**src/rtl/sync_fifo_pkg.sv**
```systemverilog
// Shared types and helpers for the sync_fifo_ctrl block: address-width helper,
// status-flag struct, and parameter legality checks.
package sync_fifo_pkg;

  localparam int MIN_DEPTH = 4;
  localparam int MIN_WIDTH = 1;

  typedef struct packed {
    logic full;
    logic empty;
    logic almost_full;
    logic almost_empty;
  } fifo_flags_t;

  function automatic int fifo_aw(input int depth);
    return $clog2(depth);
  endfunction

  function automatic bit fifo_params_ok(input int depth, input int width,
                                        input int afull_th, input int aempty_th);
    bit ok;
    ok = (width >= MIN_WIDTH);
    ok = ok && (depth >= MIN_DEPTH) && ((depth & (depth - 1)) == 0);
    ok = ok && (afull_th >= 1) && (afull_th <= depth);
    ok = ok && (aempty_th >= 0) && (aempty_th <= depth - 1);
    return ok;
  endfunction

  function automatic fifo_flags_t calc_flags(input int cnt, input int depth,
                                             input int afull_th, input int aempty_th);
    fifo_flags_t f;
    f.full         = (cnt == depth);
    f.empty        = (cnt == 0);
    f.almost_full  = (cnt >= afull_th);
    f.almost_empty = (cnt <= aempty_th);
    return f;
  endfunction

endpackage

```
**src/rtl/sync_fifo_mem.sv**
```systemverilog
// Simple dual-port storage for sync_fifo_ctrl: synchronous write, registered
// synchronous read that holds its last value when re is low. Contents are not reset.
module sync_fifo_mem
  import sync_fifo_pkg::*;
#(
  parameter int WIDTH = 8,
  parameter int DEPTH = 16,
  localparam int AW = fifo_aw(DEPTH)
) (
  input  logic             clk,
  input  logic             we,
  input  logic [AW-1:0]    waddr,
  input  logic [WIDTH-1:0] wdata,
  input  logic             re,
  input  logic [AW-1:0]    raddr,
  output logic [WIDTH-1:0] rdata
);

  logic [WIDTH-1:0] mem_q [DEPTH];
  logic [WIDTH-1:0] rdata_q;
  logic [WIDTH-1:0] rdata_d;

  always_comb begin
    rdata_d = rdata_q;
    if (re) begin
      rdata_d = mem_q[raddr];
    end
  end

  always_ff @(posedge clk) begin
    if (we) begin
      mem_q[waddr] <= wdata;
    end
    rdata_q <= rdata_d;
  end

  assign rdata = rdata_q;

endmodule

```
**src/rtl/sync_fifo_ctrl.sv**
```systemverilog
// Synchronous FIFO controller: wrap-bit pointers, occupancy count, registered flags
// and 1-cycle read port. Macro SYNC_FIFO_ERR_FLAGS_EN makes overflow/underflow sticky.
module sync_fifo_ctrl
  import sync_fifo_pkg::*;
#(
  parameter int WIDTH     = 8,
  parameter int DEPTH     = 16,
  parameter int AFULL_TH  = DEPTH - 2,
  parameter int AEMPTY_TH = 2,
  localparam int AW = fifo_aw(DEPTH)
) (
  input  logic             clk,
  input  logic             rst_n,
  input  logic             wr_en,
  input  logic [WIDTH-1:0] wr_data,
  input  logic             rd_en,
  output logic [WIDTH-1:0] rd_data,
  output logic             rd_valid,
  output logic             full,
  output logic             empty,
  output logic             almost_full,
  output logic             almost_empty,
  output logic [AW:0]      count,
  output logic             overflow,
  output logic             underflow
);

  localparam int CW = AW + 1;
  localparam fifo_flags_t RESET_FLAGS = calc_flags(0, DEPTH, AFULL_TH, AEMPTY_TH);

  if (!fifo_params_ok(DEPTH, WIDTH, AFULL_TH, AEMPTY_TH)) begin : g_param_check
    $error("sync_fifo_ctrl: illegal DEPTH/WIDTH/threshold parameters");
  end

  logic [AW:0]  wr_ptr_q, wr_ptr_d;
  logic [AW:0]  rd_ptr_q, rd_ptr_d;
  logic [AW:0]  count_q, count_d;
  fifo_flags_t  flags_q, flags_d;
  logic         rd_valid_q, rd_valid_d;
  logic         rd_seen_q, rd_seen_d;
  logic         overflow_q, overflow_d;
  logic         underflow_q, underflow_d;
  logic         wr_acc, rd_acc;
  logic [WIDTH-1:0] mem_rdata;

  assign wr_acc = wr_en & ~flags_q.full;
  assign rd_acc = rd_en & ~flags_q.empty;

  // Flags come from the next count so they line up with count in the same cycle.
  always_comb begin
    wr_ptr_d    = wr_ptr_q;
    rd_ptr_d    = rd_ptr_q;
    count_d     = count_q;
    rd_valid_d  = rd_acc;
    rd_seen_d   = rd_seen_q | rd_acc;
    if (wr_acc) begin
      wr_ptr_d = wr_ptr_q + CW'(1);
    end
    if (rd_acc) begin
      rd_ptr_d = rd_ptr_q + CW'(1);
    end
    unique case ({wr_acc, rd_acc})
      2'b10:   count_d = count_q + CW'(1);
      2'b01:   count_d = count_q - CW'(1);
      default: count_d = count_q;
    endcase
    flags_d = calc_flags(int'(count_d), DEPTH, AFULL_TH, AEMPTY_TH);
`ifdef SYNC_FIFO_ERR_FLAGS_EN
    overflow_d  = overflow_q  | (wr_en & flags_q.full);
    underflow_d = underflow_q | (rd_en & flags_q.empty);
`else
    overflow_d  = wr_en & flags_q.full;
    underflow_d = rd_en & flags_q.empty;
`endif
  end

  always_ff @(posedge clk or negedge rst_n) begin
    if (!rst_n) begin
      wr_ptr_q    <= '0;
      rd_ptr_q    <= '0;
      count_q     <= '0;
      flags_q     <= RESET_FLAGS;
      rd_valid_q  <= 1'b0;
      rd_seen_q   <= 1'b0;
      overflow_q  <= 1'b0;
      underflow_q <= 1'b0;
    end else begin
      wr_ptr_q    <= wr_ptr_d;
      rd_ptr_q    <= rd_ptr_d;
      count_q     <= count_d;
      flags_q     <= flags_d;
      rd_valid_q  <= rd_valid_d;
      rd_seen_q   <= rd_seen_d;
      overflow_q  <= overflow_d;
      underflow_q <= underflow_d;
    end
  end

  sync_fifo_mem #(
    .WIDTH (WIDTH),
    .DEPTH (DEPTH)
  ) u_mem (
    .clk   (clk),
    .we    (wr_acc),
    .waddr (wr_ptr_q[AW-1:0]),
    .wdata (wr_data),
    .re    (rd_acc),
    .raddr (rd_ptr_q[AW-1:0]),
    .rdata (mem_rdata)
  );

  // The memory read register has no reset, so rd_data is forced to zero until
  // the first pop after reset.
  assign rd_data      = rd_seen_q ? mem_rdata : '0;
  assign rd_valid     = rd_valid_q;
  assign full         = flags_q.full;
  assign empty        = flags_q.empty;
  assign almost_full  = flags_q.almost_full;
  assign almost_empty = flags_q.almost_empty;
  assign count        = count_q;
  assign overflow     = overflow_q;
  assign underflow    = underflow_q;

endmodule

```
**config.mk**
```make
export PLATFORM = sky130hd
export DESIGN_NAME = sync_fifo_ctrl
export DESIGN_NICKNAME = d
export VERILOG_FILES = /design/src/rtl/sync_fifo_pkg.sv /design/src/rtl/sync_fifo_mem.sv /design/src/rtl/sync_fifo_ctrl.sv
export SDC_FILE = /design/constraint.sdc
export NUM_CORES = 1
export LEC_CHECK = 0
export CORE_ASPECT_RATIO = 0.6
export CORE_UTILIZATION = 59
export CTS_BUF_LIST = sky130_fd_sc_hd__clkbuf_8
export DETAILED_ROUTE_END_ITERATION = 8
export DONT_BUFFER_PORTS = 1
export PLACE_DENSITY = 0.89
export SLEW_MARGIN = 15
export SYNTH_ARGS = -nofsm -noshare
export SYNTH_HDL_FRONTEND = slang
export SYNTH_SLANG_ARGS = --single-unit
```
**constraint.sdc**
```tcl
create_clock -name clk -period 3 [get_ports clk]
set_clock_uncertainty 0.15 [all_clocks]
set_input_delay 0.15 -clock clk [delete_from_list [all_inputs] [get_ports clk]]
set_output_delay 0.15 -clock clk [all_outputs]
set_load 0.01 [all_outputs]
```
==> results.md, run 1 <==
* Critical path class: reg2reg
* Root Driver: clkbuf_8
* Area taken by multi-input logic gates at 0.001628 mm²
* Syn nets at 331
* Synthesized area at 0.006364 mm²
* Detailed Place HPWL at 8.052 mm
* Overall die height at 82.45 µm
* FMAX at 0.3741 GHz
* Layout cell share with drive strength beyond 1 at 19.33%
* Slew @ Worst Pin at 1.023 ns
* Total leakage power at 2.477 nW
* Maximum number of pins on one net before global-route repair at 36
* Total power at 6.392 mW
* Design area at 0.007087 mm²
* EDFF count, synth at 136
* Final hold vios at 0
* Row cnt at 28
* Antenna viol nets, final at 0
* Yosys warns at 0
* Remaining DRCs at 0
* Yosys top cell by area: edfxtp_1
* H-Tree Depth at 4
* Min Hold Slack at 0.1758 ns
* Slowest cell on the critical path: a2111oi_1
* Top cell type's share of synthesized area at 64.18%
* Max IR drop VDD at 945.6 µV
* Synth async-reset ratio at 13.38%
* Prevailing post-synth register cell: edfxtp_1
* CP max FO at 15
* First-pass GRT wire length at 18.33 mm
* Sequential share of the synthesized area at 72.47%
* First-pass DRT Iterations at 4
* Final WL at 12.33 mm
* Crit. End Element: flop
* Inst Count DP at 449
* Post-DP Area at 0.006598 mm²
* Drt via density at 6.245
* Synth unique cells at 40
* Final Non-Filler Cells at 493
* Switch share at 32.98%
* Num CTS Buffers at 17
* Worst setup SP type: flop
* Vias in the first global route at 3056
* Slew Limit Fails at 0
* Clk buf depth at 2
* Filler instances at 617
* Final setup fails at 0
* Syn Area/Cell at 20.46 µm²
* Routed len/inst at 25.00 µm
* Util after Layout at 69.75%
* Storage cell area at 0.004612 mm²
* CTS tree: built
* Port bufs at 0
* Worst Hold Class: in2async
* Worst Slack Setup Final at 0.3268 ns
* Latest clock arrival within the worst-skew pair at 0.44 ns
* Critical path's largest stage delay at 0.41 ns
* RSZ-0062 raised after global routing: false
* Internal power at 4.284 mW
* Die X at 136.1 µm
* Nets@finish at 364
* Arrival @ worst endpoint at 2.84 ns
* Fin crit share at 89.11%
* Iter 0 DRT Violations at 329
* Pre-CTS setup slack at 0.4011 ns
* GR Overflow Total at 0
* Top post-synthesis cells by count: edfxtp_1, mux4_1, dfrtp_1, nor2_1
* Pwr Density at 902.0 mW/mm²
* Most frequent CP cell: xor2_1
* Aggregate negative setup slack at 0 ns
* Worst rel slew slack at 31.57%
* Via count at 3079
* Switching power at 2.108 mW
* Syn-to-layout area delta at 11.36%
* Worst path required time at 3.17 ns
* I/O pin cnt at 32
* Crit-path cells: nor2b_1, buf_4, ha_1, xor2_1, a22oi_1, a31oi_1, xor2_1, a2111oi_1
* Sequential share of power at 48.1%
* Cell with the most instances after synthesis: edfxtp_1
* GRT Util Overall at 24.73%
* Clock sinks at 157
* Synth area leaders: edfxtp_1, mux4_1, dfrtp_1
* Starting density of the core at 62.64%
* Initial antenna violation count at 0
* Period minus WS final at 2.673 ns
* Max Cap Viol at 0
* Post_cts resized at 0
* Synth Register Bits at 157
* Gate count after technology mapping at 311
* Area of the core at 0.01016 mm²
* Run status: complete, no violations
* Routability cong. at 0.8201
* Clock share of power at 23.0%
* R2R depth at 8
* Reg clk slew, reported paths at 0.09 ns
* Die area at 0.01122 mm²
* Comb power frac at 28.9%
[registers in the layout, summed over array words and instances (netlist names)]
| name | flops |
|---|---|
| almost_full | 1 |
| count | 5 |
| empty | 1 |
| underflow | 1 |
| almost_empty | 1 |
| full | 1 |
| wr_ptr_q | 4 |
| rd_seen_q | 1 |
| u_mem.rdata | 8 |
| rd_ptr_q | 4 |
| rd_valid | 1 |
| u_mem.mem_q | 128 |
| overflow | 1 |
[worst max-delay path: cells and delay by family, from the launching register on]
family	cells	cell delay (ns)
buf+inv	1	0.31
simple gates	1	0.30
fa+ha+maj	1	0.34
xor+xnor	2	0.32
flops	1	0.40
compound gates	3	0.73
[final timing paths]
check	from	slack (ns)	to
worst min register to register	empty	0.42	underflow
max in group asynchronous	rst_n	1.90	overflow
worst max-delay path	empty	0.33	almost_empty
worst max register to register	empty	0.33	almost_empty
worst min-delay path	rst_n	0.18	count[1]
min in group clk	wr_en	0.25	overflow
[area by class of cell]
type | count | area share [%]
Antenna cell | 1 | 0.03531
Clock buffer | 17 | 3.302
Clock inverter | 15 | 2.013
Inverter | 5 | 0.2648
Multi-Input combinational cell | 131 | 22.97
Sequential cell | 157 | 65.08
Tap cell | 135 | 2.383
Timing Repair Buffer | 32 | 3.955
[cell families (layout without fill, tap and decap cells)]
| group | count (synthesis) | after routing | share of synthesized area (%) |
|---|---|---|---|
| buffers and inverters | 23 | 69 | 1.946 |
| other | 0 | 1 | 0 |
| and+or+nand+nor | 57 | 57 | 4.739 |
| adders and majority gates | 8 | 8 | 1.573 |
| xor gates and xnor gates | 12 | 12 | 1.652 |
| DFF | 157 | 157 | 72.47 |
| muxes | 43 | 43 | 16.42 |
| AOI/OAI and AO/OA | 11 | 11 | 1.199 |
[timing repair]
item                                   in CTS  in global routing
buffers inserted                            0                  0
endpoints found under the hold margin     154                  0
hold buffers                               11                  0
[power groups by stage]
| stage | Combinational [mW] | Clock [mW] | Sequential, mW |
|---|---|---|---|
| 5_1_grt | 1.98 | 1.59 | 3.11 |
| 3_5_place_dp | 1.80 | 0 | 3.12 |
| 6_report | 1.85 | 1.47 | 3.08 |
| 3_3_place_gp | 1.72 | 0 | 3.09 |
| 4_1_cts | 1.84 | 1.49 | 3.08 |
| 2_1_floorplan | 1.48 | 0 | 2.94 |
[placed cells by master (no fill, tap or decap), types with 10 or more instances in the layout]
| cell type | instances |
|---|---|
| edfxtp_1 | 136 |
| mux4_1 | 30 |
| buf_4 | 20 |
| dfrtp_1 | 19 |
| clkbuf_8 | 17 |
| nor2_1 | 13 |
| dlygate4sd3_1 | 11 |
| nand2_1 | 10 |
| and2_1 | 10 |
| mux4_2 | 10 |
[per-layer routing]
layer / track usage [%] / part of all wire, %
met5: 0 / 0
met4: 7.333 / 1.2
met3: 6.166 / 8.2
met2: 37.01 / 45
met1: 36.67 / 45
No activity file was read; power rests on OpenSTA's default activity.
==> inputs of run 2 (changes only) <==
--- a/config.mk
+++ b/config.mk
@@ -10,7 +10,7 @@
 export CTS_BUF_LIST = sky130_fd_sc_hd__clkbuf_8
 export DETAILED_ROUTE_END_ITERATION = 8
 export DONT_BUFFER_PORTS = 1
-export PLACE_DENSITY = 0.89
+export PLACE_DENSITY = 0.78
 export SLEW_MARGIN = 15
 export SYNTH_ARGS = -nofsm -noshare
 export SYNTH_HDL_FRONTEND = slang
==> run 2 against run 1 <==
Worst hold slack worse by 0.033 ns. Maximum frequency down 3.3%. Register-to-register slack worse by 0.09 ns. First-iteration DRC count down 15%. Via count down 2.5%. Sequential share of layout area up 0.069 points. Combinational power about the same. Worst setup slack worse by 0.092 ns. Non-clock buffer count down 6. Largest cell class unchanged. Largest power group unchanged. Highest routed layer unchanged.
==> results.md, run 2 (same netlist as run 1, synthesis figures left out) <==
* Routed len/inst at 24.28 µm (was 25.00 µm)
* Initial antenna violation count at 2 (was 0)
* Detailed Place HPWL at 7.391 mm (was 8.052 mm)
* Final hold vios at 0 (unchanged)
* I/O pin cnt at 32 (unchanged)
* GRT Util Overall at 23.49% (was 24.73%)
* Overall die height at 82.45 µm (unchanged)
* Aggregate negative setup slack at 0 ns (unchanged)
* First-pass GRT wire length at 17.67 mm (was 18.33 mm)
* Worst setup SP type: flop (unchanged)
* Fin crit share at 92.18% (was 89.11%)
* First-pass DRT Iterations at 5 (was 4)
* Comb power frac at 28.6% (was 28.9%)
* Final Non-Filler Cells at 488 (was 493)
* Area of the core at 0.01016 mm² (unchanged)
* Drt via density at 6.154 (was 6.245)
* Slew Limit Fails at 0 (unchanged)
* FMAX at 0.3616 GHz (was 0.3741 GHz)
* Buffers and inverters on the worst path at 2 (was 1)
* Inst Count DP at 443 (was 449)
* Worst rel slew slack at 38.00% (was 31.57%)
* Filler instances at 639 (was 617)
* Pwr Density at 924.1 mW/mm² (was 902.0 mW/mm²)
* Antenna viol nets, final at 0 (unchanged)
* Critical path class: reg2reg (unchanged)
* Met2 WL post-DR at 5.007 mm (was 5.598 mm)
* Final setup fails at 0 (unchanged)
* Crit. End Element: flop (unchanged)
* Uppermost routed layer: met4 (unchanged)
* H-Tree Depth at 4 (unchanged)
* Starting density of the core at 62.64% (unchanged)
* Remaining DRCs at 0 (unchanged)
* Arrival @ worst endpoint at 2.93 ns (was 2.84 ns)
* Die X at 136.1 µm (unchanged)
* CTS tree: built (unchanged)
* Switching power at 2.056 mW (was 2.108 mW)
* Syn-to-layout area delta at 11.25% (was 11.36%)
* M1 WL at 5.679 mm (was 5.572 mm)
* Total power at 6.542 mW (was 6.392 mW)
* Post-CTS setup repair buffer count at 0 (unchanged)
* Latest clock arrival within the worst-skew pair at 0.44 ns (about the same)
* Biggest register: u_mem.mem_q (unchanged)
* Maximum number of pins on one net before global-route repair at 36 (unchanged)
* Nets@finish at 358 (was 364)
* Max IR drop VDD at 721.2 µV (was 945.6 µV)
* Reg clk slew, reported paths at 0.09 ns (about the same)
* Commonest non-fill, non-tap cell in the layout: edfxtp_1 (unchanged)
* Iter 0 DRT Violations at 279 (was 329)
* Clock sinks at 157 (unchanged)
* Pre-CTS setup slack at 0.1983 ns (was 0.4011 ns)
* Slowest cell on the critical path: dfrtp_1 (was a2111oi_1)
* Root Driver: clkbuf_8 (unchanged)
* Internal power at 4.486 mW (was 4.284 mW)
* Clock share of power at 24.4% (was 23.0%)
* Max Cap Viol at 0 (unchanged)
* Num CTS Buffers at 17 (unchanged)
* Total leakage power at 2.456 nW (was 2.477 nW)
* Critical path's largest stage delay at 0.44 ns (was 0.41 ns)
* Clk buf depth at 2 (unchanged)
* Crit-path cells: nor2b_1, inv_1, ha_1, xor2_1, ha_1, a21oi_1, mux2i_1, xor2_1, inv_1, a2111oi_2 (was nor2b_1, buf_4, ha_1, xor2_1, a22oi_1, a31oi_1, xor2_1, a2111oi_1)
* Sequential share of power at 47.0% (was 48.1%)
* Most frequent cells in the layout: edfxtp_1, mux4_1, dfrtp_1 (was edfxtp_1, mux4_1, buf_4)
* Worst path required time at 3.17 ns (about the same)
* Vias in the first global route at 2947 (was 3056)
* Final WL at 11.85 mm (was 12.33 mm)
* Row cnt at 28 (unchanged)
* Die area at 0.01122 mm² (unchanged)
* Period minus WS final at 2.765 ns (was 2.673 ns)
* WL met3 at 1.029 mm (was 1.013 mm)
* CP max FO at 3 (was 15)
* Layout cell share with drive strength beyond 1 at 17.66% (was 19.33%)
* Worst Hold Class: in2async (unchanged)
* Routability cong. at 0.8379 (was 0.8201)
* Worst Slack Setup Final at 0.2347 ns (was 0.3268 ns)
* CP delay by family, top: compound AO/OA/AOI/OAI gates (unchanged)
* Switch share at 31.43% (was 32.98%)
* Slew @ Worst Pin at 0.9269 ns (was 1.023 ns)
* Run status: complete, no violations (unchanged)
* Min Hold Slack at 0.1427 ns (was 0.1758 ns)
* Max reg flops at 128 (unchanged)
* Port bufs at 0 (unchanged)
* GR Overflow Total at 0 (unchanged)
* Via count at 3003 (was 3079)
## run 2: changes by cell type in the layout (fill, tap and decap cells not counted)
cell	change
clkinv_8	-1
inv_1	+2
bufinv_16	+3
clkinv_2	+2
buf_4	-6
a2111oi_2	+1
diode_2	+1
a2111oi_1	-1
clkinvlp_4	+3
inv_8	-2
inv_6	-7
## run 2: final cells by class
class | count | area (µm²) | share of cell area (%)
flip-flops and latches | 157 | 4612 | 65.15
multi-input cells | 131 | 1633 | 23.06
repair buffers | 26 | 235.2 | 3.323
clock buffers | 17 | 234.0 | 3.305
clock inverters | 15 | 172.7 | 2.439
well taps | 135 | 168.9 | 2.386
inverters | 5 | 18.77 | 0.2651
diodes | 2 | 5.005 | 0.07070
## run 2: final timing paths
path	from	to	slack (ns)	cells after the start
worst max-delay path	full	almost_empty	0.23	10
worst min-delay path	rst_n	count[4]	0.14	1
worst max register to register	full	almost_empty	0.23	10
worst min register to register	empty	underflow	0.41	1
max in group asynchronous	rst_n	wr_ptr_q[3]	1.99	1
min in group clk	wr_en	overflow	0.25	2
## run 2: timing repair
item                                   CTS  global route
resized for setup                        0             1
hold buffers                            11             0
endpoints found under the hold margin  154             0
setup endpoints to repair                0             1
## run 2: layer usage
layer | vias to the layer above | global-route usage, %
met2 | 144 | 31.12
met5 | - | 0
met3 | 14 | 7.509
li1 | 1317 | -
met1 | 1528 | 36.73
met4 | 0 | 7.889
## run 2: per-stage QoR
stage          cell area (µm²)  util, %
6_report                  7079    69.68
5_1_grt                   7079    69.68
4_1_cts                   7069    69.58
3_5_place_dp              6553    64.50
3_3_place_gp              6553    64.50
2_1_floorplan             6364        -
## run 2: power by group through the flow
| stage | logic [mW] | clock network, mW | registers (mW) |
|---|---|---|---|
| final | 1.87 | 1.60 | 3.07 |
| after global routing | 2.01 | 1.70 | 3.12 |
| after CTS | 1.85 | 1.61 | 3.07 |
| after detailed placement | 1.80 | 0 | 3.12 |
| after global placement | 1.74 | 0 | 3.10 |
| after floorplan | 1.48 | 0 | 2.94 |
## run 2: worst reg2reg max path, delay by kind of cell, from the launching register on
kind,cells,cell delay [ns]
compound gates,2,0.54
fa+ha+maj,2,0.47
flops,1,0.44
xor+xnor,2,0.40
buf+inv,2,0.26
mux,1,0.23
simple gates,1,0.17
==> inputs of run 3 (changes only) <==
--- a/config.mk
+++ b/config.mk
@@ -5,11 +5,12 @@
 export SDC_FILE = /design/constraint.sdc
 export NUM_CORES = 1
 export LEC_CHECK = 0
+export BUFFER_PORTS_ARGS = -buffer_cell sky130_fd_sc_hd__buf_2
+export CAP_MARGIN = 10
 export CORE_ASPECT_RATIO = 0.6
-export CORE_UTILIZATION = 59
+export CORE_UTILIZATION = 57
 export CTS_BUF_LIST = sky130_fd_sc_hd__clkbuf_8
 export DETAILED_ROUTE_END_ITERATION = 8
-export DONT_BUFFER_PORTS = 1
 export PLACE_DENSITY = 0.78
 export SLEW_MARGIN = 15
 export SYNTH_ARGS = -nofsm -noshare
==> constraint.sdc (replaced) <==
create_clock -name clk -period 3 [get_ports clk]
set_clock_uncertainty 0.15 [all_clocks]
set_input_delay 0 -clock clk [delete_from_list [all_inputs] [get_ports clk]]
set_output_delay 0 -clock clk [all_outputs]
set_load 0.01 [all_outputs]
==> run 3 against run 2 <==
The flow now finishes with violations (design-rule violations). Sequential power fell by 2%. Worst setup slack improved by 0.076 ns. Register-to-register slack improved by 0.08 ns. Final area rose by 1.4%. Via count fell by 0.47%. Sequential share of layout area fell by 0.91 points. Wire length fell by 5.2%. Critical path depth did not move. Critical path type unchanged. Largest cell class unchanged.
==> results.md, run 3 (same netlist as run 1, synthesis figures left out) <==
* Max IR drop VDD at 420.1 µV (was 721.2 µV)
* Num CTS Buffers at 17 (unchanged)
* Violated checks: design-rule violations
* Internal power at 4.530 mW (was 4.486 mW)
* Layout cell share with drive strength beyond 1 at 21.81% (was 17.66%)
* H-Tree Depth at 4 (unchanged)
* GR Overflow Total at 0 (unchanged)
* Clock sinks at 157 (unchanged)
* Switching power at 1.988 mW (was 2.056 mW)
* Nets@finish at 384 (was 358)
* Die area at 0.01160 mm² (was 0.01122 mm²)
* Vias in the first global route at 3026 (was 2947)
* Root Driver: clkbuf_8 (unchanged)
* Slew Limit Fails at 0 (unchanged)
* Drt via density at 5.804 (was 6.154)
* Worst Hold Class: in2reg (was in2async)
* Post-CTS setup repair buffer count at 0 (unchanged)
* Die X at 138.4 µm (was 136.1 µm)
* Sequential share of power at 46.2% (was 47.0%)
* Run status: complete, but fails checks (was complete, no violations)
* FMAX at 0.3718 GHz (was 0.3616 GHz)
* Final hold vios at 0 (unchanged)
* CP max FO at 10 (was 3)
* Antenna viol nets, final at 0 (unchanged)
* Crit-path cells: nor2b_1, inv_1, ha_1, xor2_1, ha_1, a21oi_1, mux2i_1, xor2_1, inv_1, a2111oi_1 (was nor2b_1, inv_1, ha_1, xor2_1, ha_1, a21oi_1, mux2i_1, xor2_1, inv_1, a2111oi_2)
* First-pass DRT Iterations at 6 (was 5)
* Reg clk slew, reported paths at 0.08 ns (was 0.09 ns)
* Aggregate negative setup slack at 0 ns (unchanged)
* Arrival @ worst endpoint at 2.84 ns (was 2.93 ns)
* Period minus WS final at 2.689 ns (was 2.765 ns)
* CTS tree: built (unchanged)
* Remaining DRCs at 6 (was 0)
* I/O pin cnt at 32 (unchanged)
* Switch share at 30.50% (was 31.43%)
* Worst rel slew slack at 39.21% (was 38.00%)
* Initial antenna violation count at 0 (was 2)
* Design area at 0.007179 mm² (was 0.007079 mm²)
* Inst Count DP at 471 (was 443)
* Fin crit share at 89.65% (was 92.18%)
* Port bufs at 31 (was 0)
* First-pass GRT wire length at 17.57 mm (was 17.67 mm)
* Worst setup SP type: flop (unchanged)
* Biggest register: u_mem.mem_q (unchanged)
* Starting density of the core at 59.45% (was 62.64%)
* Worst path required time at 3.16 ns (was 3.17 ns)
* Max Cap Viol at 0 (unchanged)
* Commonest non-fill, non-tap cell in the layout: edfxtp_1 (unchanged)
* RSZ-0062 raised after global routing: false
* Routed len/inst at 21.81 µm (was 24.28 µm)
* Final Non-Filler Cells at 515 (was 488)
* Detailed Place HPWL at 7.429 mm (was 7.391 mm)
* Clk buf depth at 2 (unchanged)
* Post-DP Area at 0.006660 mm² (was 0.006553 mm²)
* Total leakage power at 2.549 nW (was 2.456 nW)
* Comb power frac at 30.1% (was 28.6%)
* Most frequent cells in the layout: edfxtp_1, buf_2, mux4_1 (was edfxtp_1, mux4_1, dfrtp_1)
* GRT Util Overall at 21.58% (was 23.49%)
* Filler instances at 679 (was 639)
* Max reg flops at 128 (unchanged)
* Area taken by multi-input logic gates at 0.001628 mm² (was 0.001633 mm²)
* Via count at 2989 (was 3003)
* Slew @ Worst Pin at 0.9088 ns (was 0.9269 ns)
* Buffers and inverters on the worst path at 2 (unchanged)
* Latest clock arrival within the worst-skew pair at 0.43 ns (was 0.44 ns)
* CP delay by family, top: adder cells (was compound AO/OA/AOI/OAI gates)
* Pwr Density at 907.9 mW/mm² (was 924.1 mW/mm²)
* Overall die height at 83.85 µm (was 82.45 µm)
* Crit. End Element: flop (unchanged)
* Row cnt at 29 (was 28)
* Syn-to-layout area delta at 12.82% (was 11.25%)
* Storage cell area at 0.004612 mm² (unchanged)
* Area of the core at 0.01070 mm² (was 0.01016 mm²)
* Critical path's largest stage delay at 0.40 ns (was 0.44 ns)
* Antenna cells at 0 (was 2)
* Maximum number of pins on one net before global-route repair at 36 (unchanged)
* Final WL at 11.23 mm (was 11.85 mm)
* Routability cong. at 0.8086 (was 0.8379)
* Clock share of power at 23.7% (was 24.4%)
* Final setup fails at 0 (unchanged)
* Iter 0 DRT Violations at 262 (was 279)
* Slowest cell on the critical path: dfrtp_1 (unchanged)
* Total power at 6.518 mW (was 6.542 mW)
* Critical path class: reg2reg (unchanged)
==> run 3: through the flow <==
stage          worst slack (ns)  hold slack (ns)  utilization, %
2_1_floorplan            0.1637          -0.4456               -
3_3_place_gp             0.4656          -0.1804           62.22
3_5_place_dp             0.3389          -0.1643           62.22
4_1_cts                  0.3272           0.1618           67.07
5_1_grt                  0.1347           0.1730           67.07
6_report                 0.3105           0.1805           67.07
==> run 3: path summary, 6_finish.rpt <==
check,startpoint,endpoint,slack (ns),depth (start not counted)
worst max register to register,full,almost_empty,0.31,10
worst max-delay path,full,almost_empty,0.31,10
max in group asynchronous,rst_n,wr_ptr_q[3],0.88,4
worst min register to register,empty,underflow,0.38,1
min in group asynchronous,rst_n,empty,0.49,3
worst min-delay path,rd_en,underflow,0.18,3
==> run 3: tightest hold or removal path: cells and delay by family <==
family,cells,cell delay [ns]
buffers and inverters,2,0.62
and+or+nand+nor,1,0.11
==> run 3: power by group through the flow <==
stage | Clock, mW | Sequential [mW] | Combinational, mW
after floorplan | 0 | 2.94 | 1.48
after global placement | 0 | 3.04 | 1.89
after detailed placement | 0 | 3.06 | 1.95
after CTS | 1.57 | 3.02 | 1.97
after global routing | 1.66 | 3.06 | 2.11
final | 1.54 | 3.01 | 1.96
==> run 3: what timing repair did <==
item | 4_1_cts | 5_1_grt
gates resized for setup | 0 | 0
hold buffers | 13 | 0
hold endpoints to repair | 154 | 0
==> run 3: layout make-up <==
class	instances	area share [%]
clock buffers	17	3.259
clock inverters	14	2.161
inverters	5	0.2614
multi-input cells	131	22.67
flip-flops and latches	157	64.24
well taps	139	2.422
repair buffers	52	4.984
==> run 3: per-layer routing <==
| metal | wire, µm | vias up | track usage, % |
|---|---|---|---|
| li1 | - | 1364 | - |
| met1 | 5560 | 1498 | 34.13 |
| met2 | 4625 | 118 | 28.29 |
| met3 | 972 | 9 | 6.713 |
| met4 | 75 | 0 | 7.559 |
| met5 | 0 | - | 0 |
